## src/rtl/sdram_pkg.sv

```systemverilog
// Shared types for the SDRAM arbiter.
// - cmd_e   : controller command encoding (IDLE/WRITE/READ, value 3 unused)
// - state_e : arbiter transaction state
// - cmd_of  : maps a latched write flag to the command to drive
package sdram_pkg;

  typedef enum logic [1:0] {
    CMD_IDLE  = 2'd0,
    CMD_WRITE = 2'd1,
    CMD_READ  = 2'd2
  } cmd_e;

  typedef enum logic [1:0] {
    ST_IDLE  = 2'd0,
    ST_ISSUE = 2'd1,
    ST_WAIT  = 2'd2,
    ST_GAP   = 2'd3
  } state_e;

  function automatic cmd_e cmd_of(input logic is_write);
    return is_write ? CMD_WRITE : CMD_READ;
  endfunction

endpackage

```

## src/rtl/round_robin_arbiter.sv

```systemverilog
// Two-requester round-robin grant selection.
// Ports:
//   clk, reset : clock and asynchronous active-high reset
//   req_i      : request vector, bit p = requester p
//   accept_i   : high when the current grant is actually taken
//   grant_o    : one-hot grant (all zero when nobody requests)
// The requester holding priority wins a tie; once a grant is accepted the
// other requester gets priority. Requester 0 holds priority after reset.
module round_robin_arbiter (
  input  logic       clk,
  input  logic       reset,
  input  logic [1:0] req_i,
  input  logic       accept_i,
  output logic [1:0] grant_o
);

  logic prio_q;
  logic prio_d;

  always_comb begin
    grant_o = 2'b00;
    if (prio_q == 1'b0) begin
      if (req_i[0])      grant_o = 2'b01;
      else if (req_i[1]) grant_o = 2'b10;
    end else begin
      if (req_i[1])      grant_o = 2'b10;
      else if (req_i[0]) grant_o = 2'b01;
    end
  end

  // Granting requester 0 hands priority to 1 and vice versa.
  always_comb begin
    prio_d = prio_q;
    if (accept_i && (|grant_o)) prio_d = grant_o[0];
  end

  always_ff @(posedge clk or posedge reset) begin
    if (reset) prio_q <= 1'b0;
    else       prio_q <= prio_d;
  end

endmodule

```

## src/rtl/sdram_arbiter.sv

```systemverilog
// Two-client arbiter in front of a single-outstanding SDRAM controller.
// Ports:
//   clk, reset                 : clock, asynchronous active-high reset
//   req_*_0 / req_*_1          : client request channels (valid/ready)
//   resp_*_0 / resp_*_1        : one-cycle response pulses per client
//   command, data_address,
//   data_write                 : controller command and operands
//   data_read, data_read_valid,
//   data_write_done            : controller completion inputs
// One request is granted at a time; the controller command is held until
// the matching completion strobe or the watchdog expires, followed by a
// single idle GAP cycle before the next grant.
module sdram_arbiter
  import sdram_pkg::*;
#(
  parameter int ADDRESS_WIDTH  = 22,
  parameter int DATA_WIDTH     = 16,
  parameter int TIMEOUT_CYCLES = 4096
) (
  input  logic                     clk,
  input  logic                     reset,
  input  logic                     req_valid_0,
  output logic                     req_ready_0,
  input  logic                     req_write_0,
  input  logic [ADDRESS_WIDTH-1:0] req_address_0,
  input  logic [DATA_WIDTH-1:0]    req_data_0,
  input  logic                     req_valid_1,
  output logic                     req_ready_1,
  input  logic                     req_write_1,
  input  logic [ADDRESS_WIDTH-1:0] req_address_1,
  input  logic [DATA_WIDTH-1:0]    req_data_1,
  output logic                     resp_valid_0,
  output logic [DATA_WIDTH-1:0]    resp_data_0,
  output logic                     resp_error_0,
  output logic                     resp_valid_1,
  output logic [DATA_WIDTH-1:0]    resp_data_1,
  output logic                     resp_error_1,
  output logic [1:0]               command,
  output logic [ADDRESS_WIDTH-1:0] data_address,
  output logic [DATA_WIDTH-1:0]    data_write,
  input  logic [DATA_WIDTH-1:0]    data_read,
  input  logic                     data_read_valid,
  input  logic                     data_write_done
);

  localparam int CNT_W = (TIMEOUT_CYCLES > 2) ? $clog2(TIMEOUT_CYCLES) : 1;
  localparam logic [CNT_W-1:0] CNT_LAST = CNT_W'(TIMEOUT_CYCLES - 1);

  state_e                   state_q, state_d;
  logic                     owner_q, owner_d;
  logic                     write_q, write_d;
  logic [ADDRESS_WIDTH-1:0] addr_q, addr_d;
  logic [DATA_WIDTH-1:0]    wdata_q, wdata_d;
  logic [CNT_W-1:0]         cnt_q, cnt_d;
  logic [1:0]               resp_valid_q, resp_valid_d;
  logic [1:0]               resp_error_q, resp_error_d;
  logic [DATA_WIDTH-1:0]    resp_data_q [2];
  logic [DATA_WIDTH-1:0]    resp_data_d [2];

  logic [1:0]               req_vec;
  logic [1:0]               req_write;
  logic [ADDRESS_WIDTH-1:0] req_addr [2];
  logic [DATA_WIDTH-1:0]    req_data [2];
  logic [1:0]               grant;
  logic                     accept;
  logic                     sel;
  logic                     complete;
  logic                     finish;
  logic                     timed_out;

  assign req_vec     = {req_valid_1, req_valid_0};
  assign req_write   = {req_write_1, req_write_0};
  assign req_addr[0] = req_address_0;
  assign req_addr[1] = req_address_1;
  assign req_data[0] = req_data_0;
  assign req_data[1] = req_data_1;

  // Reset also masks ready so no handshake can appear while it is held.
  assign accept = (state_q == ST_IDLE) && (|req_vec) && !reset;
  assign sel    = grant[1];

  assign req_ready_0 = accept && grant[0];
  assign req_ready_1 = accept && grant[1];

  round_robin_arbiter u_rr (
    .clk      (clk),
    .reset    (reset),
    .req_i    (req_vec),
    .accept_i (accept),
    .grant_o  (grant)
  );

  // Only the strobe matching the latched transaction type counts.
  assign complete = write_q ? data_write_done : data_read_valid;

  always_comb begin
    state_d   = state_q;
    owner_d   = owner_q;
    write_d   = write_q;
    addr_d    = addr_q;
    wdata_d   = wdata_q;
    cnt_d     = cnt_q;
    finish    = 1'b0;
    timed_out = 1'b0;
    case (state_q)
      ST_IDLE: begin
        if (accept) begin
          owner_d = sel;
          write_d = req_write[sel];
          addr_d  = req_addr[sel];
          wdata_d = req_data[sel];
          cnt_d   = '0;
          state_d = ST_ISSUE;
        end
      end
      ST_ISSUE, ST_WAIT: begin
        // Completion wins over a watchdog expiry in the same cycle.
        if (complete) begin
          finish  = 1'b1;
          state_d = ST_GAP;
        end else if (cnt_q == CNT_LAST) begin
          finish    = 1'b1;
          timed_out = 1'b1;
          state_d   = ST_GAP;
        end else begin
          cnt_d   = cnt_q + CNT_W'(1);
          state_d = ST_WAIT;
        end
      end
      ST_GAP:  state_d = ST_IDLE;
      default: state_d = ST_IDLE;
    endcase
  end

  // Response is registered so it appears in the cycle after completion.
  always_comb begin
    resp_valid_d = '0;
    resp_error_d = '0;
    resp_data_d  = resp_data_q;
    if (finish) begin
      resp_valid_d[owner_q] = 1'b1;
      resp_error_d[owner_q] = timed_out;
      resp_data_d[owner_q]  = (!timed_out && !write_q) ? data_read : '0;
    end
  end

  always_ff @(posedge clk or posedge reset) begin
    if (reset) begin
      state_q        <= ST_IDLE;
      owner_q        <= 1'b0;
      write_q        <= 1'b0;
      addr_q         <= '0;
      wdata_q        <= '0;
      cnt_q          <= '0;
      resp_valid_q   <= '0;
      resp_error_q   <= '0;
      resp_data_q[0] <= '0;
      resp_data_q[1] <= '0;
    end else begin
      state_q        <= state_d;
      owner_q        <= owner_d;
      write_q        <= write_d;
      addr_q         <= addr_d;
      wdata_q        <= wdata_d;
      cnt_q          <= cnt_d;
      resp_valid_q   <= resp_valid_d;
      resp_error_q   <= resp_error_d;
      resp_data_q[0] <= resp_data_d[0];
      resp_data_q[1] <= resp_data_d[1];
    end
  end

  assign command      = ((state_q == ST_ISSUE) || (state_q == ST_WAIT)) ? cmd_of(write_q) : CMD_IDLE;
  assign data_address = addr_q;
  assign data_write   = wdata_q;

  assign resp_valid_0 = resp_valid_q[0];
  assign resp_valid_1 = resp_valid_q[1];
  assign resp_error_0 = resp_error_q[0];
  assign resp_error_1 = resp_error_q[1];
  assign resp_data_0  = resp_data_q[0];
  assign resp_data_1  = resp_data_q[1];

endmodule

```

## config.mk

```make
export PLATFORM = sky130hd
export DESIGN_NAME = sdram_arbiter
export DESIGN_NICKNAME = d
export VERILOG_FILES = /design/src/rtl/sdram_pkg.sv /design/src/rtl/round_robin_arbiter.sv /design/src/rtl/sdram_arbiter.sv
export SDC_FILE = /design/constraint.sdc
export NUM_CORES = 1
export LEC_CHECK = 0
export ABC_CLOCK_PERIOD_IN_PS = 3500
export CAP_MARGIN = 5
export CORE_UTILIZATION = 43
export CTS_CLUSTER_DIAMETER = 60
export DETAILED_ROUTE_END_ITERATION = 12
export PLACE_DENSITY = 0.91
export SYNTH_ARGS = -nofsm -noshare
export SYNTH_HDL_FRONTEND = slang
export SYNTH_HIERARCHICAL = 1
export SYNTH_SLANG_ARGS = --single-unit
```

## constraint.sdc

```tcl
create_clock -name clk -period 3.5 [get_ports clk]
set_input_delay 0.525 -clock clk [delete_from_list [all_inputs] [get_ports clk]]
set_output_delay 0.525 -clock clk [all_outputs]
set_load 0.005 [all_outputs]
```

==> impl_metrics.csv, run 1 <==
group,metric,value,unit
sta,finalCriticalPeriod,2.81,ns
power,p_per_area,731,nW/um^2
sta,slew_violations,0,
clock_tree,hold_buffers,0,
setup_path,setup.worst_path.class,"reg2reg",
routing,firstDrtPassIters,4,
routing,drc,0,
final_layout,final_nets,672,
placement,io_buffer_count,177,
sta,setup_viol,0,
synthesis,synth.area.top_cells,"dfrtp_1 (53%), mux2i_1 (18%), o21ai_0 (4.8%)",
status,status,"complete, no violations",
synthesis,synth-main-ff-cell,"dfrtp_1",
setup_path,cp_cell_sequence,"inv_1 > ha_1 > inv_1 > nor2_1 > o21ba_2 > mux2i_1",
global_route,grt_max_degree,61,
setup_path,critPathMostFrequentCell,"inv_1",
setup_path,critPathTopFamily,"simple AND/OR/NAND/NOR gates",
setup_path,crit_required,3.77,ns
floorplan,die_area,10400,um^2
synthesis,syn_area,4320,um^2
routing,avgViaCountPerCell,5.09,
setup_path,critPathBufInv,2,
global_route,antenna_found_initial,0,
clock_tree,cts.sink_count,91,
synthesis,ys_warn_count,6,
floorplan,start_util,44.2,%
sta,tightest_slew,0.969,ns
final_layout,drive_gt1_share,4.87,%
synthesis,synth_cells,407,
synthesis,synth.distinct_cells,32,
floorplan,io_pins,178,
floorplan,core,9770,um^2
global_route,grt_overflow_total,0,
sta,final.setup.tns,0,ns
setup_path,cp-start-kind,"register",
synthesis,ys_seq_area_share,52.7,%
global_route,grt_use_total,21.9,%
routing,wl,11.0,mm
clock_tree,cts_inserted_buffers,9,
routing,top_layer,"met4",
min_path,min_path_type,"in2async",
clock_tree,htree_levels,3,
synthesis,synth_commonest_cells,"dfrtp_1 (91), mux2i_1 (76), nand2_1 (48), o21ai_0 (41), inv_1 (40)",
placement,gp_congestion,0.849,
final_layout,diodes,0,
sta,clock.fmax,0.356,GHz
floorplan,std_cell_rows,36,
power,power.leakage,2.80,nW
job,drv_cap,0,
sta,finalHoldViolCount,0,
floorplan,fp.dieH,102,um
clock_tree,cts.clk_slew.worst_paths,0.10,ns
global_route,grt_pass1_vias,3570,
routing,ant_nets,0,
placement,dpl.hpwl,8.20,mm
sta,max-slew-margin-rel,33.6,%
synthesis,syn-num-nets,509,
global_route,grt_pass1_wl,17.5,mm
routing,wl_per_cell,15.5,um
placement,placed_area,6160,um^2
routing,vias,3602,
clock_tree,cts-root-buf,"clkbuf_8",
routing,wl_met1,4.44,mm
synthesis,synth_largest_area_cell,"dfrtp_1",
routing,wl_met2,5.49,mm
power,ir_drop,279,uV
synthesis,ys_ff_latch,91,
floorplan,die_x,102,um
clock_tree,clk_latency,0.36,ns
clock_tree,cts_setup_buffers,0,
setup_path,cp_max_fo,17,
sta,skew,0.0157,ns
synthesis,synthArstFlopShare,100,%
final_layout,syn_to_final_growth,47.0,%
setup_path,endpoint_kind,"register",
routing,drtIter0Drc,69,
synthesis,synth_top_cell_area_share,52.7,%
clock_tree,clockBufferDepth,2,
synthesis,synth-edff-count,0,
sta,period_share,80.2,%
clock_tree,cts_tree,"built",
setup_path,slowest_stage,"nor2_1",
setup_path,critPathArrivalTime,3.08,ns
synthesis,synth.most_common_cell,"dfrtp_1",
setup_path,cpPeakStageDelay,0.73,ns
synthesis,synth_area_per_cell,10.6,um^2
final_layout,fin_area,6350,um^2
routing,dr_wl_met3,896,um
sta,rsz0062_at_grt,"false",
clock_tree,cts-resized-gates,0,
## cell usage in the layout (no fill, tap or decap), drive strengths merged
| cell type | count |
|---|---|
| o41ai | 11 |
| nor2 | 5 |
| o21ba | 2 |
| o31ai | 7 |
| or3 | 1 |
| dfrtp | 91 |
| and4 | 4 |
| nand2b | 2 |
| a31oi | 5 |
| clkdlybuf4s50 | 177 |
| inv | 41 |
| clkbuf | 10 |
| clkinvlp | 2 |
| o21a | 1 |
| o21ai | 41 |
| nand4 | 1 |
| nor3 | 2 |
| buf | 5 |
| nand3 | 4 |
| and4b | 1 |
| and3 | 6 |
| nand3b | 16 |
| a21o | 1 |
| nand2 | 48 |
| clkinv | 3 |
| ha | 2 |
| a21oi | 4 |
| mux2i | 76 |
| and2 | 3 |
| a41oi | 1 |
| a21boi | 2 |
## path summary, 6_finish.rpt
check                                   end              from  cells past startpoint  slack, ns
setup / recovery             resp_data_0[8]        state_q[0]                      6       0.69
hold / removal                  u_rr/prio_q             reset                      2       0.40
setup reg to reg             resp_data_0[8]        state_q[0]                      6       0.69
hold reg to reg            data_address[12]  data_address[12]                      2       0.49
max in group asynchronous          cnt_q[3]             reset                      3       2.18
min in group clk           data_address[12]  data_address[12]                      2       0.49
## routing by layer
metal | GRT usage, % | vias to the layer above
met5 | 0 | -
met4 | 7.36 | 0
met3 | 6.43 | 12
met2 | 38.3 | 157
met1 | 25.7 | 1709
li1 | - | 1724
## layout make-up
cell class                      count  area [um^2]
Clock buffer                       10          138
Fill cell                         801         3420
Tap cell                          133          166
Timing Repair Buffer              182         1820
Sequential cell                    91         2280
Clock inverter                      6         48.8
Multi-Input combinational cell    246         1750
Inverter                           40          151
## sequential cells by signal (all words and copies together), names as in the netlist
register	cells
resp_data_1	16
state_q	2
data_address	22
cnt_q	12
data_write	16
u_rr/prio_q	1
resp_error_q	2
owner_q	1
resp_valid_q	2
write_q	1
resp_data_0	16
## where the power goes
group          internal, W  switching, W  total [W]
Sequential         0.00149      0.000276    0.00176
Combinational      0.00124      0.000960    0.00220
Clock             0.000285      0.000392   0.000677
## per-stage QoR
step | util [%] | setup WS (ns) | std cells | hold slack (ns) | power, W
6_report | 65.0 | 0.694 | 708 | 0.401 | 0.00464
5_1_grt | 65.0 | 0.482 | 708 | 0.431 | 0.00498
4_1_cts | 65.0 | 0.711 | 708 | 0.407 | 0.00467
3_5_place_dp | 63.1 | 0.636 | 692 | 0.469 | 0.00399
3_3_place_gp | 63.1 | 0.784 | 692 | 0.461 | 0.00387
2_1_floorplan | - | 0.640 | 407 | 0.254 | 0.00280
## kinds of logic (layout without fill, tap and decap cells)
family | after synthesis | in the layout | synth area share (%)
compound gates | 75 | 75 | 10.7
fa+ha+maj | 2 | 2 | 0.579
buf+inv | 70 | 238 | 7.15
flops | 91 | 91 | 52.7
mux | 76 | 76 | 17.6
simple gates | 93 | 93 | 11.2
(Power assumes the default switching activity.)
==> run 2: changes to the inputs <==
--- a/config.mk
+++ b/config.mk
@@ -5,7 +5,7 @@
 export SDC_FILE = /design/constraint.sdc
 export NUM_CORES = 1
 export LEC_CHECK = 0
-export ABC_CLOCK_PERIOD_IN_PS = 3500
+export ABC_CLOCK_PERIOD_IN_PS = 2800
 export CAP_MARGIN = 5
 export CORE_UTILIZATION = 43
 export CTS_CLUSTER_DIAMETER = 60
==> constraint.sdc (replaced) <==
create_clock -name clk -period 2.8 [get_ports clk]
set_input_delay 0.42 -clock clk [delete_from_list [all_inputs] [get_ports clk]]
set_output_delay 0.42 -clock clk [all_outputs]
set_load 0.005 [all_outputs]
==> run 2 against run 1 <==
- wire length down 2.0%
- critical path depth down 1
- sequential share of layout area down 0.27 points
- setup slack worse by 0.40 ns
- clock skew down 0.0072 ns
- via count up 1.6%
- clock power up 21%
- final cell count up 0.56%
- register-to-register slack worse by 0.19 ns
- sequential cell count unchanged
- largest power group unchanged
- highest routed layer unchanged
==> impl_metrics.csv, run 2 (same netlist as run 1, synthesis figures left out) <==
group,metric,value,unit
sta,max-slew-margin-rel,50.3,%
setup_path,r2r-start,"cnt_q[0]",
setup_path,critPathTopFamily,"buffers and inverters",
setup_path,crit_required,2.38,ns
sta,skew,0.00843,ns
clock_tree,htree_levels,3,
routing,wl,10.8,mm
routing,ant_nets,0,
final_layout,fillerInstances,765,
routing,vias,3661,
setup_path,critPathArrivalTime,2.08,ns
routing,avgViaCountPerCell,5.14,
final_layout,syn_to_final_growth,48.1,%
final_layout,layout_commonest_cell,"clkdlybuf4s50_1",
floorplan,die_area,10400,um^2
global_route,grt_max_degree,61,
setup_path,cp_max_fo,12,
global_route,grt_pass1_vias,3683,
final_layout,final_nets,676,
global_route,antenna_found_initial,0,
routing,drc,0,
sta,slew_violations,0,
floorplan,io_pins,178,
routing,wl_per_cell,15.1,um
final_layout,diodes,0,
placement,gp_congestion,0.816,
clock_tree,clockBufferDepth,2,
placement,place_ws,0.419,ns
clock_tree,cts-resized-gates,0,
clock_tree,cts.sink_count,91,
setup_path,setup.worst_path.class,"reg2out",
placement,dpl.hpwl,8.24,mm
setup_path,ff2ff_setup_slack,0.50,ns
setup_path,reg2regPathDepth,5,
final_layout,final_cell_mix,"clkdlybuf4s50_1 (177), dfrtp_1 (91), mux2i_1 (76), nand2_1 (47), o21ai_0 (41)",
routing,drtIter0Drc,138,
setup_path,critPathMostFrequentCell,"inv_1",
power,clockPowerShare,13.9,%
global_route,grt_use_total,21.2,%
power,seqPwrFrac,37.6,%
placement,place_inst,696,
clock_tree,cts_tree,"built",
sta,tightest_slew,0.744,ns
setup_path,critPathBufInv,3,
floorplan,core,9770,um^2
final_layout,drive_gt1_share,5.35,%
sta,finalCriticalPeriod,2.50,ns
power,p_per_area,914,nW/um^2
clock_tree,cts_inserted_buffers,9,
sta,rsz0062_at_grt,"false",
setup_path,cpPeakStageDelay,0.53,ns
setup_path,reg2reg_to,"resp_data_1[9]",
setup_path,endpoint_kind,"primary output",
sta,finalHoldViolCount,0,
global_route,grt_overflow_total,0,
floorplan,std_cell_rows,36,
power,p_switching,0.00203,W
clock_tree,cts_setup_buffers,0,
min_path,min_path_type,"in2async",
clock_tree,hold_buffers,0,
clock_tree,cts.clk_slew.worst_paths,0.09,ns
power,power.leakage,2.82,nW
setup_path,slowest_stage,"clkdlybuf4s50_1",
sta,setup_viol,0,
floorplan,start_util,44.2,%
status,status,"complete, no violations",
clock_tree,cts-root-buf,"clkbuf_8",
placement,io_buffer_count,177,
routing,firstDrtPassIters,4,
power,swShare,34.6,%
floorplan,die_x,102,um
floorplan,fp.dieH,102,um
job,drv_cap,0,
sta,final.setup.tns,0,ns
setup_path,cp_cell_sequence,"inv_1 > ha_1 > inv_1 > nor2_1 > clkdlybuf4s50_1",
final_layout,multi_input_area,1750,um^2
sta,worst_slack,0.298,ns
final_layout,largest_reg_flops,22,
sta,clock.fmax,0.400,GHz
power,pwr-share-comb,48.5,%
setup_path,cp-start-kind,"register",
global_route,grt_pass1_wl,17.2,mm
power,p_int,0.00382,W
sta,period_share,89.4,%
power,ir_drop,434,uV
final_layout,fin_cells,712,
final_layout,seq_area,2280,um^2
clock_tree,clk_latency,0.35,ns
run 2: worst max path at each step:
stage,startpoint,to,slack [ns],cells past startpoint
detailed placement,data_read_valid,resp_data_1[11],0.42,5
finish,state_q[0],command[1],0.30,5
global placement,reset,req_ready_1,0.45,4
global route,state_q[0],command[1],0.17,5
floorplan,reset,cnt_q[0],0.04,1
CTS,state_q[0],command[1],0.30,5
run 2: power by group through the flow:
stage               clock network (W)  logic [W]  registers (W)
finish                       0.000816    0.00283        0.00220
global route                 0.000890    0.00311        0.00227
CTS                          0.000833    0.00286        0.00220
detailed placement                  0    0.00285        0.00222
global placement                    0    0.00273        0.00220
floorplan                           0    0.00131        0.00220
run 2: routing by layer:
layer | vias to the layer above | GRT usage (%) | wire length, um
met4 | 0 | 8.13 | 253
met5 | - | 0 | 0
li1 | 1737 | - | -
met2 | 180 | 36.1 | 5290
met3 | 27 | 5.95 | 918
met1 | 1717 | 25.5 | 4310
run 2: final cells by class:
class	instances	area share [%]
inverters	40	2.37
multi-input cells	246	27.3
well taps	133	2.60
clock buffers	11	2.21
flip-flops and latches	91	35.6
clock inverters	5	0.587
repair buffers	186	29.3
run 2: per-stage QoR:
stage	util, %	hold WS (ns)	total power, W	cell area, um^2
2_1_floorplan	-	0.149	0.00351	4320
3_3_place_gp	63.6	0.460	0.00492	6220
3_5_place_dp	63.6	0.470	0.00507	6220
4_1_cts	65.5	0.297	0.00589	6400
5_1_grt	65.5	0.306	0.00626	6400
6_report	65.5	0.298	0.00585	6400
==> run 3: changes to the inputs <==
--- a/config.mk
+++ b/config.mk
@@ -7,10 +7,10 @@
 export LEC_CHECK = 0
 export ABC_CLOCK_PERIOD_IN_PS = 2800
 export CAP_MARGIN = 5
-export CORE_UTILIZATION = 43
+export CORE_UTILIZATION = 35
 export CTS_CLUSTER_DIAMETER = 60
 export DETAILED_ROUTE_END_ITERATION = 12
-export PLACE_DENSITY = 0.91
+export PLACE_DENSITY = 0.78
 export SYNTH_ARGS = -nofsm -noshare
 export SYNTH_HDL_FRONTEND = slang
 export SYNTH_HIERARCHICAL = 1
==> run 3 against run 2 <==
- combinational power up 2%
- first-iteration DRC count up 54%
- critical endpoint unchanged
- sequential share of layout area down 0.90 points
- global-route usage down 3.6 points
- largest cell class unchanged
- highest routed layer unchanged
==> impl_metrics.csv, run 3 (same netlist as run 1, synthesis figures left out) <==
group,metric,value,unit
power,clockPowerShare,19.3,%
routing,top_layer,"met4",
sta,max-slew-margin-rel,47.7,%
sta,slew_violations,0,
setup_path,r2r-start,"cnt_q[0]",
setup_path,startpoint,"state_q[0]",
routing,ant_nets,0,
routing,vias,3627,
final_layout,layout_commonest_cell,"clkdlybuf4s50_1",
sta,finalHoldViolCount,0,
power,p_int,0.00420,W
final_layout,final_cell_mix,"clkdlybuf4s50_1 (177), dfrtp_1 (91), mux2i_1 (76), nand2_1 (47), o21ai_0 (41)",
clock_tree,cts-root-buf,"clkbuf_16",
global_route,grt_max_degree,52,
routing,wl_met1,4.50,mm
clock_tree,hold_buffers,0,
setup_path,ff2ff_setup_slack,0.46,ns
routing,drtIter0Drc,213,
clock_tree,clk_latency,0.33,ns
final_layout,drive_gt1_share,5.52,%
final_layout,multi_input_area,1750,um^2
sta,rsz0062_at_grt,"false",
sta,skew,0.00705,ns
setup_path,cpPeakStageDelay,0.54,ns
clock_tree,cts_tree,"built",
routing,avgViaCountPerCell,4.99,
clock_tree,cts_setup_buffers,0,
floorplan,fp.dieH,113,um
setup_path,worst-path-stages,5,
clock_tree,clockBufferDepth,2,
sta,worst_slack,0.297,ns
placement,io_buffer_count,177,
setup_path,crit_required,2.38,ns
power,p_switching,0.00208,W
sta,final.setup.tns,0,ns
sta,setup_viol,0,
global_route,grt_pass1_vias,3632,
final_layout,fillerInstances,1060,
status,status,"complete, no violations",
setup_path,reg2reg_to,"resp_data_0[8]",
global_route,grt_use_total,17.6,%
placement,gp_congestion,0.787,
power,pwr-share-comb,45.9,%
clock_tree,cts-resized-gates,0,
setup_path,cp-endpoint,"command[1]",
sta,finalCriticalPeriod,2.50,ns
power,p_per_area,957,nW/um^2
clock_tree,cts.sink_count,91,
floorplan,core,12000,um^2
final_layout,largest_reg_flops,22,
routing,firstDrtPassIters,4,
final_layout,final_nets,677,
clock_tree,cts_inserted_buffers,9,
setup_path,cp-start-kind,"register",
job,drv_cap,0,
clock_tree,htree_levels,3,
setup_path,critPathMostFrequentCell,"inv_1",
setup_path,reg2regPathDepth,5,
sta,clock.fmax,0.400,GHz
power,ir_drop,371,uV
final_layout,syn_to_final_growth,51.9,%
power,power.leakage,2.89,nW
final_layout,seq_area,2280,um^2
global_route,antenna_found_initial,0,
sta,tightest_slew,0.782,ns
min_path,min_path_type,"in2async",
floorplan,die_x,113,um
clock_tree,cts.clk_slew.worst_paths,0.06,ns
global_route,grt_pass1_wl,17.7,mm
floorplan,start_util,36.0,%
setup_path,critPathBufInv,3,
routing,drc,0,
setup_path,setup.worst_path.class,"reg2out",
floorplan,io_pins,178,
floorplan,die_area,12800,um^2
power,power,0.00628,W
setup_path,slowest_stage,"clkdlybuf4s50_1",
routing,wl,10.8,mm
routing,wl_met2,5.34,mm
setup_path,critPathTopFamily,"buffers and inverters",
routing,dr_wl_met3,873,um
floorplan,std_cell_rows,40,
placement,place_ws,0.394,ns
final_layout,diodes,0,
global_route,grt_overflow_total,0,
power,seqPwrFrac,34.8,%
routing,wl_per_cell,14.9,um
placement,dpl.hpwl,8.09,mm
power,swShare,33.1,%
setup_path,cp_max_fo,12,
sta,period_share,89.4,%
setup_path,endpoint_kind,"primary output",
setup_path,cp_cell_sequence,"inv_1 > ha_1 > inv_1 > nor2_1 > clkdlybuf4s50_1",
setup_path,critPathArrivalTime,2.08,ns
[run 3: changes by cell type in the layout (fill, tap and decap cells not counted)]
cell | previous run | this run
clkbuf_8 | 10 | 0
clkbuf_16 | 0 | 9
clkinv_4 | 1 | 3
clkinvlp_4 | 2 | 0
buf_12 | 3 | 4
bufinv_16 | 0 | 1
clkinv_8 | 0 | 1
inv_6 | 1 | 0
[run 3: worst min path at each step]
stage / cells after the start / slack, ns / to / start
finish: 2 / 0.32 / u_rr/prio_q / reset
global route: 2 / 0.35 / u_rr/prio_q / reset
CTS: 2 / 0.31 / u_rr/prio_q / reset
detailed placement: 2 / 0.47 / data_address[4] / data_address[4]
global placement: 2 / 0.46 / data_address[21] / data_address[21]
floorplan: 1 / 0.15 / u_rr/prio_q / reset
[run 3: layout make-up]
type                            count  share of cell area [%]
Sequential cell                    91                    34.7
Clock buffer                       10                    3.49
Timing Repair Buffer              187                    28.9
Clock inverter                      6                    1.18
Inverter                           40                    2.31
Tap cell                          147                    2.80
Multi-Input combinational cell    246                    26.6
[run 3: stage by stage]
stage,cells,utilization [%],instance area [um^2],hold WS [ns]
5_1_grt,727,54.6,6560,0.348
3_5_place_dp,711,52.1,6260,0.472
4_1_cts,727,54.6,6560,0.306
2_1_floorplan,407,-,4320,0.149
3_3_place_gp,711,52.1,6260,0.463
6_report,727,54.6,6560,0.322
[run 3: metal layers]
metal	vias to the layer above	track usage [%]
met1	1734	21.9
li1	1735	-
met4	0	5.26
met3	9	5.52
met5	-	0
met2	149	29.4
[run 3: power groups by stage]
stage	Clock [W]	Sequential, W	Combinational [W]
5_1_grt	0.00131	0.00226	0.00317
3_5_place_dp	0	0.00220	0.00291
4_1_cts	0.00125	0.00219	0.00292
2_1_floorplan	0	0.00220	0.00131
6_report	0.00121	0.00219	0.00288
3_3_place_gp	0	0.00218	0.00280
